### config.mk
export PLATFORM = sky130hd
export DESIGN_NAME = multicycle_ctrl
export DESIGN_NICKNAME = d
export VERILOG_FILES = /design/src/rtl/multicycle_ctrl.sv
export SDC_FILE = /design/constraint.sdc
export NUM_CORES = 1
export LEC_CHECK = 0
export ABC_AREA = 1
export CORE_ASPECT_RATIO = 1.5
export CORE_MARGIN = 2
export CORE_UTILIZATION = 53
export DETAILED_ROUTE_END_ITERATION = 12
export PLACE_DENSITY_LB_ADDON = 0.25
export RECOVER_POWER = 50
export SETUP_SLACK_MARGIN = 0.3
export SYNTH_ARGS = -nofsm -noshare
export SYNTH_HDL_FRONTEND = slang
export SYNTH_SLANG_ARGS = --single-unit
### constraint.sdc
create_clock -name clk -period 2.9 [get_ports clk]
set_clock_uncertainty 0.15 [all_clocks]
set_input_delay 0.58 -clock clk [delete_from_list [all_inputs] [get_ports clk]]
set_output_delay 0.58 -clock clk [all_outputs]
set_load 0.1 [all_outputs]
### src/rtl/multicycle_ctrl.sv
// rtl/multicycle_ctrl.sv - multicycle sequencer for the 4-bit-opcode datapath
//
// Purpose:
//   Fetches each instruction over a req/ack handshake, steps through
//   FETCH -> DECODE -> EXEC -> WB, and drives PC, IR, register-file and
//   ALU controls. It also counts retired instructions and traps fetch stalls.
//
// Ports:
//   clk          in   clock; all state updates on the rising edge
//   rst_n        in   synchronous active-low reset
//   imem_req     out  fetch request, high for the whole FETCH state
//   imem_ack     in   fetch done; instr_opcode is valid in this cycle
//   instr_opcode in   opcode field of the fetched instruction
//   zero         in   ALU zero flag, sampled in EXEC of beq
//   ir_load      out  pulse: load the instruction register
//   pc_inc       out  pulse: PC <= PC + 1
//   pc_branch    out  pulse: PC <= branch target
//   reg_write    out  pulse: register-file write (WB only)
//   alu_src      out  0 = register operand, 1 = immediate
//   alu_control  out  00 and, 01 or, 10 add, 11 sub
//   retired      out  pulse per completed instruction
//   retire_count out  retired-instruction count, wraps modulo 2^CNT_W
//   fault        out  sticky fetch timeout / illegal-op trap
//   state_o      out  current state code, for debug
//
// Build option:
//   ILLEGAL_TRAP_EN  when defined, opcodes 8-15 trap to FAULT from EXEC;
//                    when undefined, they retire as NOPs.

module multicycle_ctrl #(
  parameter int TIMEOUT = 15,
  parameter int CNT_W   = 16
) (
  input  logic             clk,
  input  logic             rst_n,
  output logic             imem_req,
  input  logic             imem_ack,
  input  logic [3:0]       instr_opcode,
  input  logic             zero,
  output logic             ir_load,
  output logic             pc_inc,
  output logic             pc_branch,
  output logic             reg_write,
  output logic             alu_src,
  output logic [1:0]       alu_control,
  output logic             retired,
  output logic [CNT_W-1:0] retire_count,
  output logic             fault,
  output logic [2:0]       state_o
);

  localparam logic [2:0] S_IDLE   = 3'd0;
  localparam logic [2:0] S_FETCH  = 3'd1;
  localparam logic [2:0] S_DECODE = 3'd2;
  localparam logic [2:0] S_EXEC   = 3'd3;
  localparam logic [2:0] S_WB     = 3'd4;
  localparam logic [2:0] S_FAULT  = 3'd7;

  // The counter only has to reach TIMEOUT-1.
  localparam int            TW      = (TIMEOUT > 1) ? $clog2(TIMEOUT) : 1;
  localparam logic [TW-1:0] TO_LAST = TW'(TIMEOUT - 1);

  logic [2:0]    state;
  logic [2:0]    state_nxt;
  logic [TW-1:0] to_cnt;
  logic [3:0]    op_q;
  logic          is_beq;
  logic          is_alu;

  assign is_beq = (op_q == 4'd7);
  assign is_alu = ~op_q[3] & ~is_beq;

  always_comb begin
    state_nxt = state;
    case (state)
      S_IDLE:   state_nxt = S_FETCH;
      // An ack in the last allowed cycle takes priority over the timeout.
      S_FETCH: begin
        if (imem_ack)
          state_nxt = S_DECODE;
        else if (to_cnt == TO_LAST)
          state_nxt = S_FAULT;
      end
      S_DECODE: state_nxt = S_EXEC;
      S_EXEC: begin
        if (is_alu)
          state_nxt = S_WB;
        else if (is_beq)
          state_nxt = S_FETCH;
        else begin
`ifdef ILLEGAL_TRAP_EN
          state_nxt = S_FAULT;
`else
          state_nxt = S_FETCH;
`endif
        end
      end
      S_WB:     state_nxt = S_FETCH;
      S_FAULT:  state_nxt = S_FAULT;
      default:  state_nxt = S_FAULT;
    endcase
  end

  assign imem_req = (state == S_FETCH);
  assign fault    = (state == S_FAULT);
  assign state_o  = state;

  // Pulses are masked while rst_n is low so a reset landing mid-instruction
  // never lets a write or PC update escape in the cycle it is asserted.
  always_comb begin
    ir_load   = 1'b0;
    pc_inc    = 1'b0;
    pc_branch = 1'b0;
    reg_write = 1'b0;
    retired   = 1'b0;
    if (rst_n) begin
      case (state)
        S_FETCH: ir_load = imem_ack;
        S_EXEC: begin
          if (is_beq) begin
            pc_branch = zero;
            pc_inc    = ~zero;
            retired   = 1'b1;
          end else if (!is_alu) begin
`ifdef ILLEGAL_TRAP_EN
            retired   = 1'b0;
`else
            pc_inc    = 1'b1;
            retired   = 1'b1;
`endif
          end
        end
        S_WB: begin
          reg_write = 1'b1;
          pc_inc    = 1'b1;
          retired   = 1'b1;
        end
        default: ;
      endcase
    end
  end

  always_ff @(posedge clk) begin
    if (!rst_n) begin
      state        <= S_IDLE;
      to_cnt       <= '0;
      op_q         <= '0;
      alu_src      <= 1'b0;
      alu_control  <= 2'b00;
      retire_count <= '0;
    end else begin
      state <= state_nxt;

      if (state == S_FETCH) begin
        if (imem_ack) begin
          op_q   <= instr_opcode;
          to_cnt <= '0;
        end else if (to_cnt != TO_LAST) begin
          to_cnt <= to_cnt + 1'b1;
        end
      end

      // Decode is registered so ALU controls are stable from EXEC onward
      // and hold until the next DECODE.
      if (state == S_DECODE) begin
        if (op_q[3]) begin
          alu_src     <= 1'b0;
          alu_control <= 2'b00;
        end else if (is_beq) begin
          alu_src     <= 1'b0;
          alu_control <= 2'b11;
        end else begin
          alu_src     <= op_q[2];
          alu_control <= op_q[1:0];
        end
      end

      if (retired)
        retire_count <= retire_count + CNT_W'(1);
    end
  end

endmodule

Word level (Yosys, flattened, before mapping)
Cells that the tools add are included.
{"block": "word_totals", "reg_bits": 30, "latch_bits": 0, "mem_bits_rw": 0, "rom_bits": 0, "input_bits": 8, "out_inout_bits": 29, "memories": 0}
{"block": "op_classes", "n_addsub": 2, "mul": 0, "div": 0, "n_lt_le_gt_ge": 0, "n_eq_ne": 9, "shift": 0, "mux": 24, "bitwise_logic": 4, "reduce_logical": 5}
{"cell": "$add A16 B1 Y16 const B", "n": 1}
{"cell": "$mux W1", "n": 14}
{"cell": "$pmux W3 S4", "n": 1}
{"cell": "$mux W3", "n": 3}
{"cell": "$mux W4", "n": 2}
{"cell": "$eq A3 B2 Y1 const B", "n": 2}
{"cell": "$eq A3 B3 Y1 const B", "n": 2}
{"cell": "$add A4 B1 Y4 const B", "n": 1}
{"cell": "$eq A4 B3 Y1 const B", "n": 1}
{"cell": "$eq A4 B4 Y1 const B", "n": 1}
{"cell": "$mux W2", "n": 2}
{"cell": "$ne A4 B4 Y1 const B", "n": 1}
{"cell": "$pmux W1 S2", "n": 2}
{"cell": "$reduce_and A2 Y1", "n": 2}
{"cell": "$eq A3 B1 Y1 const B", "n": 1}
{"cell": "$logic_not A3 Y1", "n": 1}
{"cell": "$ne A3 B1 Y1 const B", "n": 1}
{"cell": "$not A1 Y1", "n": 3}
{"cell": "$reduce_bool A2 Y1", "n": 1}
{"cell": "$reduce_or A2 Y1", "n": 1}
{"cell": "$and A1 B1 Y1", "n": 1}

Longest topological paths before layout
Gate-level depths: netlist (run 1).
{"block": "logic_depth", "ltp_word": 7, "ltp_mapped": 10, "ltp_nobuf": 9}

Worst setup path after synthesis (run 1)
Ideal clock, no wire load.
{"block": "synth_path", "path_kind": "reg-to-output", "from": "reg state[1], in the netlist state_o[1]", "to": "out pc_branch", "arrival_ps": 3484, "required_ps": 2170, "path_slack_ps": -1314, "stages_incl_launch_ff": 5, "cell_sequence": "dfxtp_1 > nand2_1 > nor2_4 > inv_1 > nor3_1"}
{"block": "synth_between", "elab_chain_cells": 3}
{"element": "start: declaration", "line": "63", "text": "logic [2:0] state;"}
{"element": "start signal: assignment", "line": "152", "text": "state <= state_nxt;"}
{"element": "$eq A3 B2 Y1", "line": "117", "text": "case (state)"}
{"element": "$mux W1", "line": "117"}
{"element": "$mux W1", "line": "116", "text": "if (rst_n) begin"}
{"element": "end: declaration", "line": "42", "text": "output logic pc_branch,"}
No other way between the ends.

Final worst setup path (run 1)
{"block": "layout_path", "from": "reg state[2], in the netlist state_o[2]", "to": "out pc_inc"}
{"block": "layout_between", "elab_chain_cells": 3, "word_cells_on_any_way": 4}
{"element": "$eq A3 B3 Y1 / $eq A3 B2 Y1 (equally long branches)", "line": "117"}
{"element": "$pmux W1 S2 *", "line": "117"}
{"element": "$mux W1 *", "line": "116"}
{"element": "end: declaration", "line": "41", "text": "output logic pc_inc,"}
Mark *: on every way between the ends. The rest lies on a longest branch, timed or not.

==> qor.yml, run 1 <==
run_status:
  status: "completed"
routing:
  wire_per_inst_um: 13.1
  vias_per_cell: 5.38
  drt_pre_antenna_iters: 4
  via_count: 1710
  wirelength_um: 4170
  drt_iter0_markers: 57
  drcViolationCount: 0
  number_of_nets_still_failing_antenna_checks_after_routing: 0
clock_tree:
  tritoncts.num_buffers: 5
  cts-hold-fix-buffers: 0
  tritoncts: "built"
  numClockSinks: 30
  cts.root.buffer_cell: "clkbuf_8"
  ctsLongestPathBuffers: 2
  clkTransAtPathRegs_ps: 70
  ctsHtreeMaxLevel: 2
  clkLatencyLatePin_ps: 290
global_route:
  via_count_of_the_first_global_routing_pass: 1718
  maximum_number_of_pins_on_one_net_before_global_route_repair: 26
  grt_antenna_before_repair: 0
  global_route.usage.total_pct: 25.7
  grt_remaining_overflow: 0
  grt_pass1_wl_um: 6900
cells_and_area:
  area_growth_pct: 33.5
  design_area_um2: 2120
  fraction_of_layout_cells_with_a_size_suffix_above_1_pct: 18.6
  antenna_diode_count: 0
  fillers: 248
  total_nets_final: 289
synth:
  postSynthCellCount: 236
  post_synth_most_frequent_cells: "53 x nand2_1, 32 x nor2_1, 31 x inv_1"
  synth_warnings: 0
  syn-mean-instance-area_um2: 6.73
  synth_largest_area_cell: "dfxtp_1"
  count_of_flip_flops_with_a_built_in_enable_after_synthesis: 0
  asyncSetResetFlopFracSynth_pct: 0
  post_synth_net_total: 247
  synth.top_cells.by_area: "dfxtp_1 38%, nand2_1 13%, nor2_1 7.6%, inv_1 7.3%, a21oi_1 6.0%"
  netlist_area_before_placement_um2: 1590
  share_of_the_synthesized_area_in_the_top_cell_type_pct: 37.8
  synthMostInstantiatedCell: "nand2_1"
  postSynthRegisterBits: 30
  ys_seq_area_share_pct: 37.8
  synth-main-ff-cell: "dfxtp_1"
  post_synth_cell_types: 28
die:
  design.portCount: 37
  core.rowCount: 24
  chipWidth_um: 48.7
  floorplan.core_area_um2: 2880
  design.die.area_um2: 3460
  height_of_the_chip_um: 71.1
  floorplan.initialDensity_pct: 55.1
placed_design:
  port_buffers: 36
  placed_instance_area_um2: 2030
  place.gp.congestion: 0.836
  detailed_place_hpwl_um: 2920
worst_setup_path:
  worst_ep_required_time_ps: 2170
  critical_path.startpoint_type: "register"
  worst_path_arrival_ps: 1840
  critical_path_origin: "state_o[2]"
  ff2ff_setup_slack_ps: 1080
  crit_path_max_fanout: 13
  worst_setup_path_end_kind: "primary output"
  rr_endpoint: "retire_count[9]"
  rr_startpoint: "state_o[2]"
  worstSetupEndpoint: "pc_inc"
  reg2regPathDepth: 8
  critPathKind: "register to primary output"
power:
  comb_power_share_pct: 28.1
  cellLeakagePower_nw: 0.880
  p_clk_share_pct: 33.0
  vdd.ir_drop.worst_uv: 610
  sw_frac_of_total_pct: 38.1
  seqPwrFrac_pct: 38.9
  power_density_over_the_cells_nw_per_um2: 553
  internal_power_uw: 726
  netSwitchingPower_uw: 448
timing:
  period_needed_ps: 2570
  timing.final.hold_violations: 0
  report.final.slew_viol_count: 0
  timing.final.setup_violations: 0
  timing.fmax_mhz: 389
  setup_tns_ps: 0
  unrepaired_setup_endpoints_after_global_routing: "no"
  worst_pin_slew_ps: 1180
  slew_headroom_pct: 21.4
  layout_worst_path_cycle_share_pct: 88.6
job:
  cap_viol_max_count: 0
min_path:
  min_path_type: "register to register"
worst min-delay path by stage:
stage / from / endpoint / slack (ps) / depth (start not counted)
after floorplan: op_q[2] / alu_src / 300 / 2
after global placement: op_q[2] / alu_src / 330 / 2
after detailed placement: op_q[2] / alu_src / 320 / 2
after CTS: alu_control[0] / alu_control[0] / 330 / 2
after global routing: op_q[2] / alu_src / 360 / 2
final: alu_control[0] / alu_control[0] / 340 / 2
kinds of logic (layout without fill, tap and decap cells):
family,Yosys count,after routing,share of synthesized area (%)
DFF,30,30,37.8
adders and majority gates,3,3,2.36
AOI/OAI and AO/OA,32,32,11.1
and+or+nand+nor,130,131,37.1
buffers and inverters,38,80,10.0
xor gates and xnor gates,3,3,1.65
critical path, cell delays in order (launching register included):
cell	delay, ps
dfxtp_1	330
inv_1	140
nand2_1	150
nor2_4	170
nand2_4	110
nand2_8	140
nand2_2	110
a31oi_4	190
buf_12	200
power by group through the flow:
stage / Combinational, mW / Sequential, mW / Clock (mW)
2_1_floorplan: 0.161 / 0.558 / 0
6_report: 0.330 / 0.456 / 0.387
3_3_place_gp: 0.325 / 0.465 / 0
4_1_cts: 0.334 / 0.457 / 0.391
5_1_grt: 0.348 / 0.459 / 0.405
3_5_place_dp: 0.329 / 0.466 / 0
final cells by class:
class,instances,area (um2),share of cell area (%)
Multi-Input combinational cell,169,905,42.6
Tap cell,39,48.8,2.30
Timing Repair Buffer,39,332,15.6
Inverter,33,124,5.84
Sequential cell,30,608,28.7
Clock inverter,1,7.51,0.354
Clock buffer,7,97.6,4.60
layer usage:
layer	track usage (%)	part of all wire (%)
met4	17.8	3.5
met3	6.54	5.6
met5	0	0
met2	47.3	55
met1	24.5	36
state kept, by name (all words and copies together), names as in the netlist:
name          cells
alu_control       2
state_o           3
op_q              4
to_cnt            4
alu_src           1
retire_count     16
per-stage QoR:
step	power (mW)	worst slack (ps)	utilization, %	hold slack (ps)	instances
after floorplan	0.719	362	-	305	236
after global placement	0.790	413	70.5	328	308
after detailed placement	0.794	413	70.5	324	308
after CTS	1.18	367	74.8	335	317
after global routing	1.21	228	73.6	358	318
final	1.17	331	73.6	338	318
placed cells by master (no fill, tap or decap), types with 2 or more instances in the layout:
master / n
nor3_4: 2
buf_12: 5
xor2_1: 2
clkdlybuf4s50_1: 6
nand2_2: 4
dfxtp_1: 28
nand4_1: 4
nand2_1: 53
nor2_1: 30
o21ai_0: 9
clkbuf_1: 12
inv_1: 31
nor3_1: 6
inv_2: 2
buf_4: 16
nor2_4: 3
dfxtp_4: 2
ha_1: 3
clkbuf_8: 5
nand3_1: 19
a21oi_1: 19
nor2_2: 4
what timing repair did:
item / 4_1_cts / 5_1_grt
gates resized for setup: 2 / 2
buffers inserted: 1 / 0
setup endpoints to repair: 1 / 2
gates cloned: 0 / 1
hold endpoints to repair: 0 / 0
pin swaps: 1 / 1
No activity file was read; power rests on OpenSTA's default activity.
==> run 2: changes to the inputs <==
--- a/config.mk
+++ b/config.mk
@@ -8,7 +8,7 @@
 export ABC_AREA = 1
 export CORE_ASPECT_RATIO = 1.5
 export CORE_MARGIN = 2
-export CORE_UTILIZATION = 53
+export CORE_UTILIZATION = 40
 export DETAILED_ROUTE_END_ITERATION = 12
 export PLACE_DENSITY_LB_ADDON = 0.25
 export RECOVER_POWER = 50
==> run 2 against run 1 <==
Final cell count is 1.6% higher. Sequential power barely moved. Global-route usage is 7.6 points lower. Clock power increased by 7.0%. Critical endpoint is now ir_load. Largest power group unchanged. Highest routed layer unchanged.
==> qor.yml, run 2 (same netlist as run 1, synthesis figures left out) <==
clock_tree:
  tritoncts: "built"
  ctsHtreeMaxLevel: 2  # unchanged
  ctsLongestPathBuffers: 2  # unchanged
  clkLatencyLatePin_ps: 280  # about the same
  numClockSinks: 30  # unchanged
  tritoncts.num_buffers: 5  # unchanged
  cts.root.buffer_cell: "clkbuf_8"
  clkTransAtPathRegs_ps: 70  # about the same
placed_design:
  place.gp.congestion: 0.777  # -7.1%
  dpl.cell_count: 314  # +1.9%
  detailed_place_hpwl_um: 2830  # -3.3%
  port_buffers: 36  # unchanged
routing:
  via_count: 1590  # -7.0%
  wire_per_inst_um: 11.5  # -12%
  drcViolationCount: 0  # unchanged
  drt_iter0_markers: 28  # -51%
  drt_pre_antenna_iters: 4  # unchanged
  wirelength_um: 3710  # -11%
  vias_per_cell: 4.92  # -8.5%
  number_of_nets_still_failing_antenna_checks_after_routing: 0  # unchanged
cells_and_area:
  area_growth_pct: 36.1
  total_nets_final: 288  # -0.35%
  antenna_diode_count: 0  # unchanged
  registers.top_by_ff_count: "retire_count"
  largest_registers: "retire_count x16, op_q x4, to_cnt x4"
  fraction_of_layout_cells_with_a_size_suffix_above_1_pct: 20.9  # +2.2 points
  flip_flop_count_of_the_largest_register_after_layout: 16  # unchanged
  layout.cells.most_common: "nand2_1"
  fin_cells: 323  # +1.6%
  final_cell_mix: "52 x nand2_1, 31 x inv_1, 31 x nor2_1"
power:
  internal_power_uw: 764  # +5.3%
  power_density_over_the_cells_nw_per_um2: 553  # about the same
  p_clk_share_pct: 34.5  # +1.5 points
  sw_frac_of_total_pct: 36.2  # -2.0 points
  seqPwrFrac_pct: 38.1  # -0.8 points
  vdd.ir_drop.worst_uv: 488  # -20%
  netSwitchingPower_uw: 433  # -3.3%
  cellLeakagePower_nw: 0.907  # +3.1%
  comb_power_share_pct: 27.3  # -0.8 points
die:
  design.die.area_um2: 4500  # +30%
  core.rowCount: 28  # +17%
  floorplan.initialDensity_pct: 40.9  # -14 points
  height_of_the_chip_um: 81.2  # +14%
  floorplan.core_area_um2: 3890  # +35%
  design.portCount: 37  # unchanged
  chipWidth_um: 55.5  # +14%
run_status:
  status: "completed"
timing:
  unrepaired_setup_endpoints_after_global_routing: "yes"
  worst_pin_slew_ps: 1180  # -8.87 ps
  layout_worst_path_cycle_share_pct: 89.4  # +0.83 points
  report.final.slew_viol_count: 0  # unchanged
  setup_tns_ps: 0  # unchanged
  period_needed_ps: 2590  # +24.0 ps
  slew_headroom_pct: 22.0  # +0.59 points
  timing.final.setup_violations: 0  # unchanged
  timing.final.hold_violations: 0  # unchanged
  timing.fmax_mhz: 386  # -0.93%
worst_setup_path:
  critical_path.startpoint_type: "input port"
  crit_path_max_fanout: 7  # -6
  critical_path_origin: "imem_ack"
  worst_path_arrival_ps: 1860  # +20 ps
  worst_setup_path_end_kind: "primary output"
  ff2ff_setup_slack_ps: 1040  # -40 ps
  worst_ep_required_time_ps: 2170  # about the same
  rr_startpoint: "retire_count[0]"
  critPathKind: "input port to primary output"
min_path:
  min-delay-start: "alu_control[0]"
  min_path_type: "register to register"
global_route:
  grt_pass1_wl_um: 6540  # -5.2%
  grt_remaining_overflow: 0  # unchanged
  via_count_of_the_first_global_routing_pass: 1539  # -10%
  global_route.usage.total_pct: 18.1  # -7.6 points
  grt_antenna_before_repair: 0  # unchanged
  maximum_number_of_pins_on_one_net_before_global_route_repair: 26  # unchanged
job:
  cap_viol_max_count: 0  # unchanged
[run 2: final timing paths]
path / endpoint / cells past startpoint
worst max-delay path: ir_load / 6
worst min-delay path: alu_control[0] / 2
worst max register to register: retire_count[12] / 9
worst min register to register: alu_control[0] / 2
[run 2: power by group through the flow]
| stage | Sequential [mW] | Clock (mW) | Combinational (mW) |
|---|---|---|---|
| 6_report | 0.457 | 0.414 | 0.327 |
| 5_1_grt | 0.460 | 0.444 | 0.348 |
| 4_1_cts | 0.456 | 0.426 | 0.330 |
| 3_5_place_dp | 0.465 | 0 | 0.327 |
| 3_3_place_gp | 0.466 | 0 | 0.326 |
| 2_1_floorplan | 0.558 | 0 | 0.161 |
[run 2: worst max-delay path: stages]
cell	delay, ps
dlygate4sd3_1	560
inv_1	50
nor2_1	190
inv_1	170
nor2_4	130
buf_12	180
[run 2: stage by stage]
stage / worst slack, ps / area (um2) / util, % / power [mW] / hold WS (ps)
5_1_grt: 189 / 2160 / 55.6 / 1.25 / 373
6_report: 308 / 2160 / 55.6 / 1.20 / 330
3_5_place_dp: 335 / 2040 / 52.4 / 0.792 / 319
4_1_cts: 313 / 2160 / 55.5 / 1.21 / 329
2_1_floorplan: 362 / 1650 / - / 0.719 / 305
3_3_place_gp: 356 / 2040 / 52.4 / 0.791 / 326
[run 2: metal layers]
metal  share of wire (%)  track usage [%]  vias up
met4                 2.6             8.05        0
met3                 3.9             3.66        8
met2                  51             34.0       37
met1                  42             19.4      714
met5                   0                0        -
li1                    -                -      831
[run 2: timing repair]
item,CTS,global route
resized for setup,1,5
gates cloned,0,0
endpoints found under the hold margin,0,0
endpoints found under the setup margin,1,4
hold buffers,0,0
setup buffers,0,1
[run 2: cell type report]
| class | instances | area [um2] |
|---|---|---|
| clock inverter | 3 | 40.0 |
| tap | 45 | 56.3 |
| inverter | 33 | 128 |
| multi-input combinational | 168 | 893 |
| timing repair buffer | 39 | 369 |
| clock buffer | 5 | 68.8 |
| fill | 371 | 1730 |
| sequential | 30 | 608 |
==> run 3: changes to the inputs <==
--- a/config.mk
+++ b/config.mk
@@ -6,6 +6,7 @@
 export NUM_CORES = 1
 export LEC_CHECK = 0
 export ABC_AREA = 1
+export CAP_MARGIN = 20
 export CORE_ASPECT_RATIO = 1.5
 export CORE_MARGIN = 2
 export CORE_UTILIZATION = 40
@@ -13,6 +14,7 @@
 export PLACE_DENSITY_LB_ADDON = 0.25
 export RECOVER_POWER = 50
 export SETUP_SLACK_MARGIN = 0.3
+export SKIP_LAST_GASP = 1
 export SYNTH_ARGS = -nofsm -noshare
 export SYNTH_HDL_FRONTEND = slang
 export SYNTH_SLANG_ARGS = --single-unit
==> constraint.sdc (replaced) <==
create_clock -name clk -period 2.9 [get_ports clk]
set_clock_uncertainty 0.15 [all_clocks]
set_input_delay 0.87 -clock clk [delete_from_list [all_inputs] [get_ports clk]]
set_output_delay 0.87 -clock clk [all_outputs]
set_load 0.1 [all_outputs]
==> run 3 against run 2 <==
Register-to-register slack lost 440 ps. Combinational power grew 8.9%. Sequential share of layout area shrank 0.98 points. Global-route usage grew 0.25 points. Clock-buffer cell count grew 2. Critical path type is now register to primary output. Highest routed layer unchanged.
==> qor.yml, run 3 (same netlist as run 1, synthesis figures left out) <==
run_status:
  status: "completed"
timing:
  unrepaired_setup_endpoints_after_global_routing: "yes"
  slew_headroom_pct: 31.9  # +9.9 points
  setup_tns_ps: 0  # unchanged
  worst_pin_slew_ps: 1020  # -154 ps
  report.final.slew_viol_count: 0  # unchanged
  fin_worst_hold_slack_ps: 330  # -0.479 ps
  timing.fmax_mhz: 381  # -1.3%
  timing.final.setup_violations: 0  # unchanged
  period_needed_ps: 2630  # +35.0 ps
  timing.final.hold_violations: 0  # unchanged
  layout_worst_path_cycle_share_pct: 90.6  # +1.2 points
cells_and_area:
  total_nets_final: 300  # +4.2%
  layout.cells.most_common: "nand2_1"
  flip_flop_count_of_the_largest_register_after_layout: 16  # unchanged
  area_growth_pct: 42.2
  largest_registers: "retire_count x16, op_q x4, to_cnt x4"
  fraction_of_layout_cells_with_a_size_suffix_above_1_pct: 27.2  # +6.4 points
  antenna_diode_count: 0  # unchanged
  registers.top_by_ff_count: "retire_count"
  final_cell_mix: "52 x nand2_1, 32 x buf_4, 28 x inv_1, 28 x nor2_1, 26 x dfxtp_1"
die:
  floorplan.core_area_um2: 3890  # unchanged
  chipWidth_um: 55.5  # unchanged
  design.portCount: 37  # unchanged
  floorplan.initialDensity_pct: 40.9  # unchanged
  height_of_the_chip_um: 81.2  # unchanged
  core.rowCount: 28  # unchanged
  design.die.area_um2: 4500  # unchanged
power:
  cellLeakagePower_nw: 0.966  # +6.5%
  power_density_over_the_cells_nw_per_um2: 516  # -6.7%
  vdd.ir_drop.worst_uv: 383  # -21%
worst_setup_path:
  worst_setup_path_end_kind: "primary output"
  worst_path_largest_cell_delay_ps: 350  # -210 ps
  timing.critical_path.cells: "nand2_1, o21ai_4, nand2_1, a21oi_1, buf_12"
  worst_path_arrival_ps: 1610  # -250 ps
  critical_path.startpoint_type: "register"
  cpMostUsedCell: "nand2_1"
  worst_ep_required_time_ps: 1880  # -290 ps
  crit_path_max_fanout: 3  # -4
  cp_slowest_cell: "dfxtp_1"
  critPathKind: "register to primary output"
routing:
  number_of_nets_still_failing_antenna_checks_after_routing: 0  # unchanged
  drt_pre_antenna_iters: 4  # unchanged
  via_count: 1645  # +3.5%
  drcViolationCount: 0  # unchanged
  drt_iter0_markers: 37  # +32%
  highest-signal-layer: "met4"
  drt-met1-wl_um: 1550  # -1.5%
  wire_per_inst_um: 11.5  # +0.42%
  route.met2.wl_um: 2080  # +9.6%
  wirelength_um: 3860  # +4.2%
  met3WireLength_um: 122  # -15%
  vias_per_cell: 4.91  # -0.25%
job:
  cap_viol_max_count: 0  # unchanged
global_route:
  global_route.usage.total_pct: 18.4  # +0.25 points
  grt_pass1_wl_um: 6530  # -0.11%
  maximum_number_of_pins_on_one_net_before_global_route_repair: 25  # -3.8%
  grt_remaining_overflow: 0  # unchanged
  via_count_of_the_first_global_routing_pass: 1559  # +1.3%
  grt_antenna_before_repair: 0  # unchanged
placed_design:
  place.gp.congestion: 0.810  # +4.2%
  port_buffers: 36  # unchanged
  detailed_place_hpwl_um: 2890  # +2.3%
min_path:
  min_path_type: "register to register"
clock_tree:
  clkTransAtPathRegs_ps: 60  # about the same
  tritoncts.num_buffers: 5  # unchanged
  numClockSinks: 30  # unchanged
  clkLatencyLatePin_ps: 280  # about the same
  ctsHtreeMaxLevel: 2  # unchanged
  ctsLongestPathBuffers: 2  # unchanged
  cts.root.buffer_cell: "clkbuf_8"
  tritoncts: "built"
run 3: cell count changes in the layout (fill, tap and decap cells not counted), sizes merged:
cell,before,now
bufinv,1,0
clkinv,2,1
clkbuf,10,14
buf,27,40
dlymetal6s2s,1,0
dlygate4sd3,1,0
clkdlybuf4s50,5,4
run 3: final cells by class:
| class | count | area (um2) |
|---|---|---|
| fillers | 368 | 1630 |
| repair buffers | 51 | 450 |
| inverters | 33 | 133 |
| clock buffers | 7 | 86.3 |
| multi-input cells | 168 | 916 |
| well taps | 45 | 56.3 |
| flip-flops and latches | 30 | 613 |
| clock inverters | 1 | 5.00 |
run 3: final timing paths:
kind	startpoint	endpoint	slack (ps)	depth (start not counted)
max reg2reg	op_q[0]	retire_count[11]	600	9
min reg2reg	op_q[2]	alu_src	330	2
max	op_q[0]	retired	270	5
min	op_q[2]	alu_src	330	2
run 3: metrics by stage:
step	setup WS [ps]	total power [mW]	cells	area (um2)	utilization (%)
final	273	1.17	335	2260	58.1
after global routing	170	1.21	335	2260	58.1
after CTS	305	1.18	333	2270	58.5
after detailed placement	-166	0.818	322	2140	55.0
after global placement	-160	0.817	322	2140	55.0
after floorplan	139	0.732	236	1710	-
run 3: layer usage:
metal | vias up | GRT usage [%]
li1 | 861 | -
met1 | 746 | 18.0
met2 | 28 | 35.2
met3 | 10 | 4.14
met4 | 0 | 10.2
met5 | - | 0
run 3: critical path, delay by kind of cell, from the launching register on:
kind | cells | cell delay, ps
buffers and inverters | 1 | 220
and+or+nand+nor | 2 | 270
DFF | 1 | 350
AOI/OAI and AO/OA | 2 | 480
run 3: timing repair:
action                                  in CTS  in global routing
endpoints found under the setup margin       5                  4
setup buffers                                3                  2
hold buffers                                 0                  0
gates cloned                                 0                  0
hold endpoints to repair                     0                  0
resized for setup                           16                  7
pin swaps                                    4                  3
run 3: report_power, final:
group,internal [mW],switching [mW]
Sequential,0.438,0.0243
Clock,0.191,0.158
Combinational,0.0963,0.260
Total,0.725,0.442
==> RTL edit, RTL diff (flow settings as in run 2) <==
Change the parameter `TIMEOUT` from 15 to 16.
--- a/src/rtl/multicycle_ctrl.sv
+++ b/src/rtl/multicycle_ctrl.sv
@@ -28,7 +28,7 @@
 //                    when undefined, they retire as NOPs.
 
 module multicycle_ctrl #(
-  parameter int TIMEOUT = 15,
+  parameter int TIMEOUT = 16,
   parameter int CNT_W   = 16
 ) (
   input  logic             clk,
Formal check against the unedited RTL: no difference found for any inputs over 10 cycles, from zero or initial values and one cycle with rst_n low; that may be too few to reach the edited logic, so the function may still have changed.
==> RTL edit against run 2 <==
Fmax rose by 1.2%. Global-route usage rose by 1.4 points. Area after synthesis fell by 2.8%. Worst setup slack improved by 0.030 ns. Sequential cell count did not move. Cell area fell by 7.1%. Critical path type unchanged. Largest power group unchanged. Clock power fell by 24%. Routed wire length fell by 2.2%. Total power fell by 10%. Via count rose by 1.0%. Combinational power fell by 7.0%.
==> RTL edit: results (changes against run 2) <==
| Metric | Value |
|---|---|
| Synth unique cells | 26 (was 28) |
| Overall routing resource usage | 19.56% (was 18.12%) |
| DR WL met3 | 159 um (was 143 um) |
| R2r startpoint | state_o[0]$_SDFFE_PN0P_ (was retire_count[0]$_SDFFE_PN0P_) |
| Routed met2 length | 1.871 mm (was 1.894 mm) |
| Outcome | finished clean (unchanged) |
| Xor and xnor area share after synthesis | 1.134% (was 1.654%) |
| Largest cells by area after synthesis | dfxtp_1 (39%), nand2_1 (14%), nor2_1 (8.3%), inv_1 (7.3%), nand3_1 (6.5%) (was dfxtp_1 (38%), nand2_1 (13%), nor2_1 (7.6%), inv_1 (7.3%), a21oi_1 (6.0%)) |
| Met2 Usage GRT | 33.57% (was 34.05%) |
| CP startpoint | rst_n (was imem_ack) |
| Leakage | 0.8291 nW (was 0.9074 nW) |
| Number of global-route vias before repair | 1516 (was 1539) |
| GPL Wtd Cong | 0.8301 (was 0.7769) |
| R2r endpoint | retire_count[6]$_SDFFE_PN0P_ (was retire_count[12]$_SDFFE_PN0P_) |
| Longest Clk Path Bufs | 2 (unchanged) |
| Metal-1 WL | 1.494 mm (was 1.572 mm) |
| Max-slew headroom | 21.82% (was 21.99%) |
| First-pass GRT wire length | 6.292 mm (was 6.541 mm) |
| I/O Buffers | 36 (unchanged) |
| Largest net degree at the start of global routing | 25 (was 26) |
| Adder-Cell Fraction of Synth Area | 1.619% (was 2.362%) |
| Quantity of gates resized following cts | 0 (was 1) |
| Synth cell count leaders | nand2_1 (57), nor2_1 (34), dfxtp_1 (30), inv_1 (30), nand3_1 (20) (was nand2_1 (53), nor2_1 (32), inv_1 (31)) |
| R2R Setup Slk | 0.65 ns (was 1.04 ns) |
| Seq/Total Area, Yosys | 38.87% (was 37.80%) |
| M3 GR Usage | 4.461% (was 3.662%) |
| Layout cells sized above 1 | 15.41% (was 20.86%) |
| Met1 Use GR | 21.14% (was 19.44%) |
| Layout Nets | 289 (was 288) |
| CP arrival | 1.83 ns (was 1.86 ns) |
| Reg2reg path depth | 7 (was 9) |
| Filler cells | 376 (was 371) |
[RTL edit: changes by cell type in the layout (fill, tap and decap cells not counted), moves of 2 or more]
cell / change
nand2_2: -2
nor2_2: +3
nand2_1: +5
clkbuf_1: +11
nor3_4: -2
buf_4: -9
[RTL edit: worst min path at each step]
stage | end | cells after the start
final | alu_control[0]$_SDFFE_PN0P_ | 2
after global routing | alu_control[0]$_SDFFE_PN0P_ | 2
after CTS | alu_control[0]$_SDFFE_PN0P_ | 2
after detailed placement | alu_control[0]$_SDFFE_PN0P_ | 2
after global placement | alu_src$_SDFFE_PN0P_ | 2
after floorplan | alu_src$_SDFFE_PN0P_ | 2
[RTL edit: stage by stage]
stage | cell area, sq um | hold WS (ns) | setup slack, ns | instances
after CTS | 2073 | 0.3247 | 0.4022 | 322
after global placement | 1994 | 0.3211 | 0.4288 | 315
after detailed placement | 1994 | 0.3135 | 0.4049 | 315
after floorplan | 1594 | 0.3049 | 0.4024 | 237
after global routing | 2009 | 0.3422 | 0.2647 | 322
final | 2009 | 0.3292 | 0.3372 | 322
[RTL edit: power by group]
part / leakage [nW] / switching, mW / internal (mW)
combinational: 0.541 / 0.240 / 0.0646
sequential: 0.245 / 0.0199 / 0.436
clock: 0.0438 / 0.155 / 0.161
[RTL edit: cell type report]
type | count | area (sq um) | area share, %
Clock inverter | 2 | 10.01 | 0.4981
Timing Repair Buffer | 40 | 320.3 | 15.94
Sequential cell | 30 | 608.1 | 30.26
Multi-Input combinational cell | 168 | 820.8 | 40.85
Tap cell | 43 | 53.80 | 2.677
Clock buffer | 5 | 68.82 | 3.425
Inverter | 34 | 127.6 | 6.351
[RTL edit: critical path: stages]
cell	delay, ns
dlygate4sd3_1	0.61
inv_1	0.20
a21oi_4	0.24
buf_12	0.20
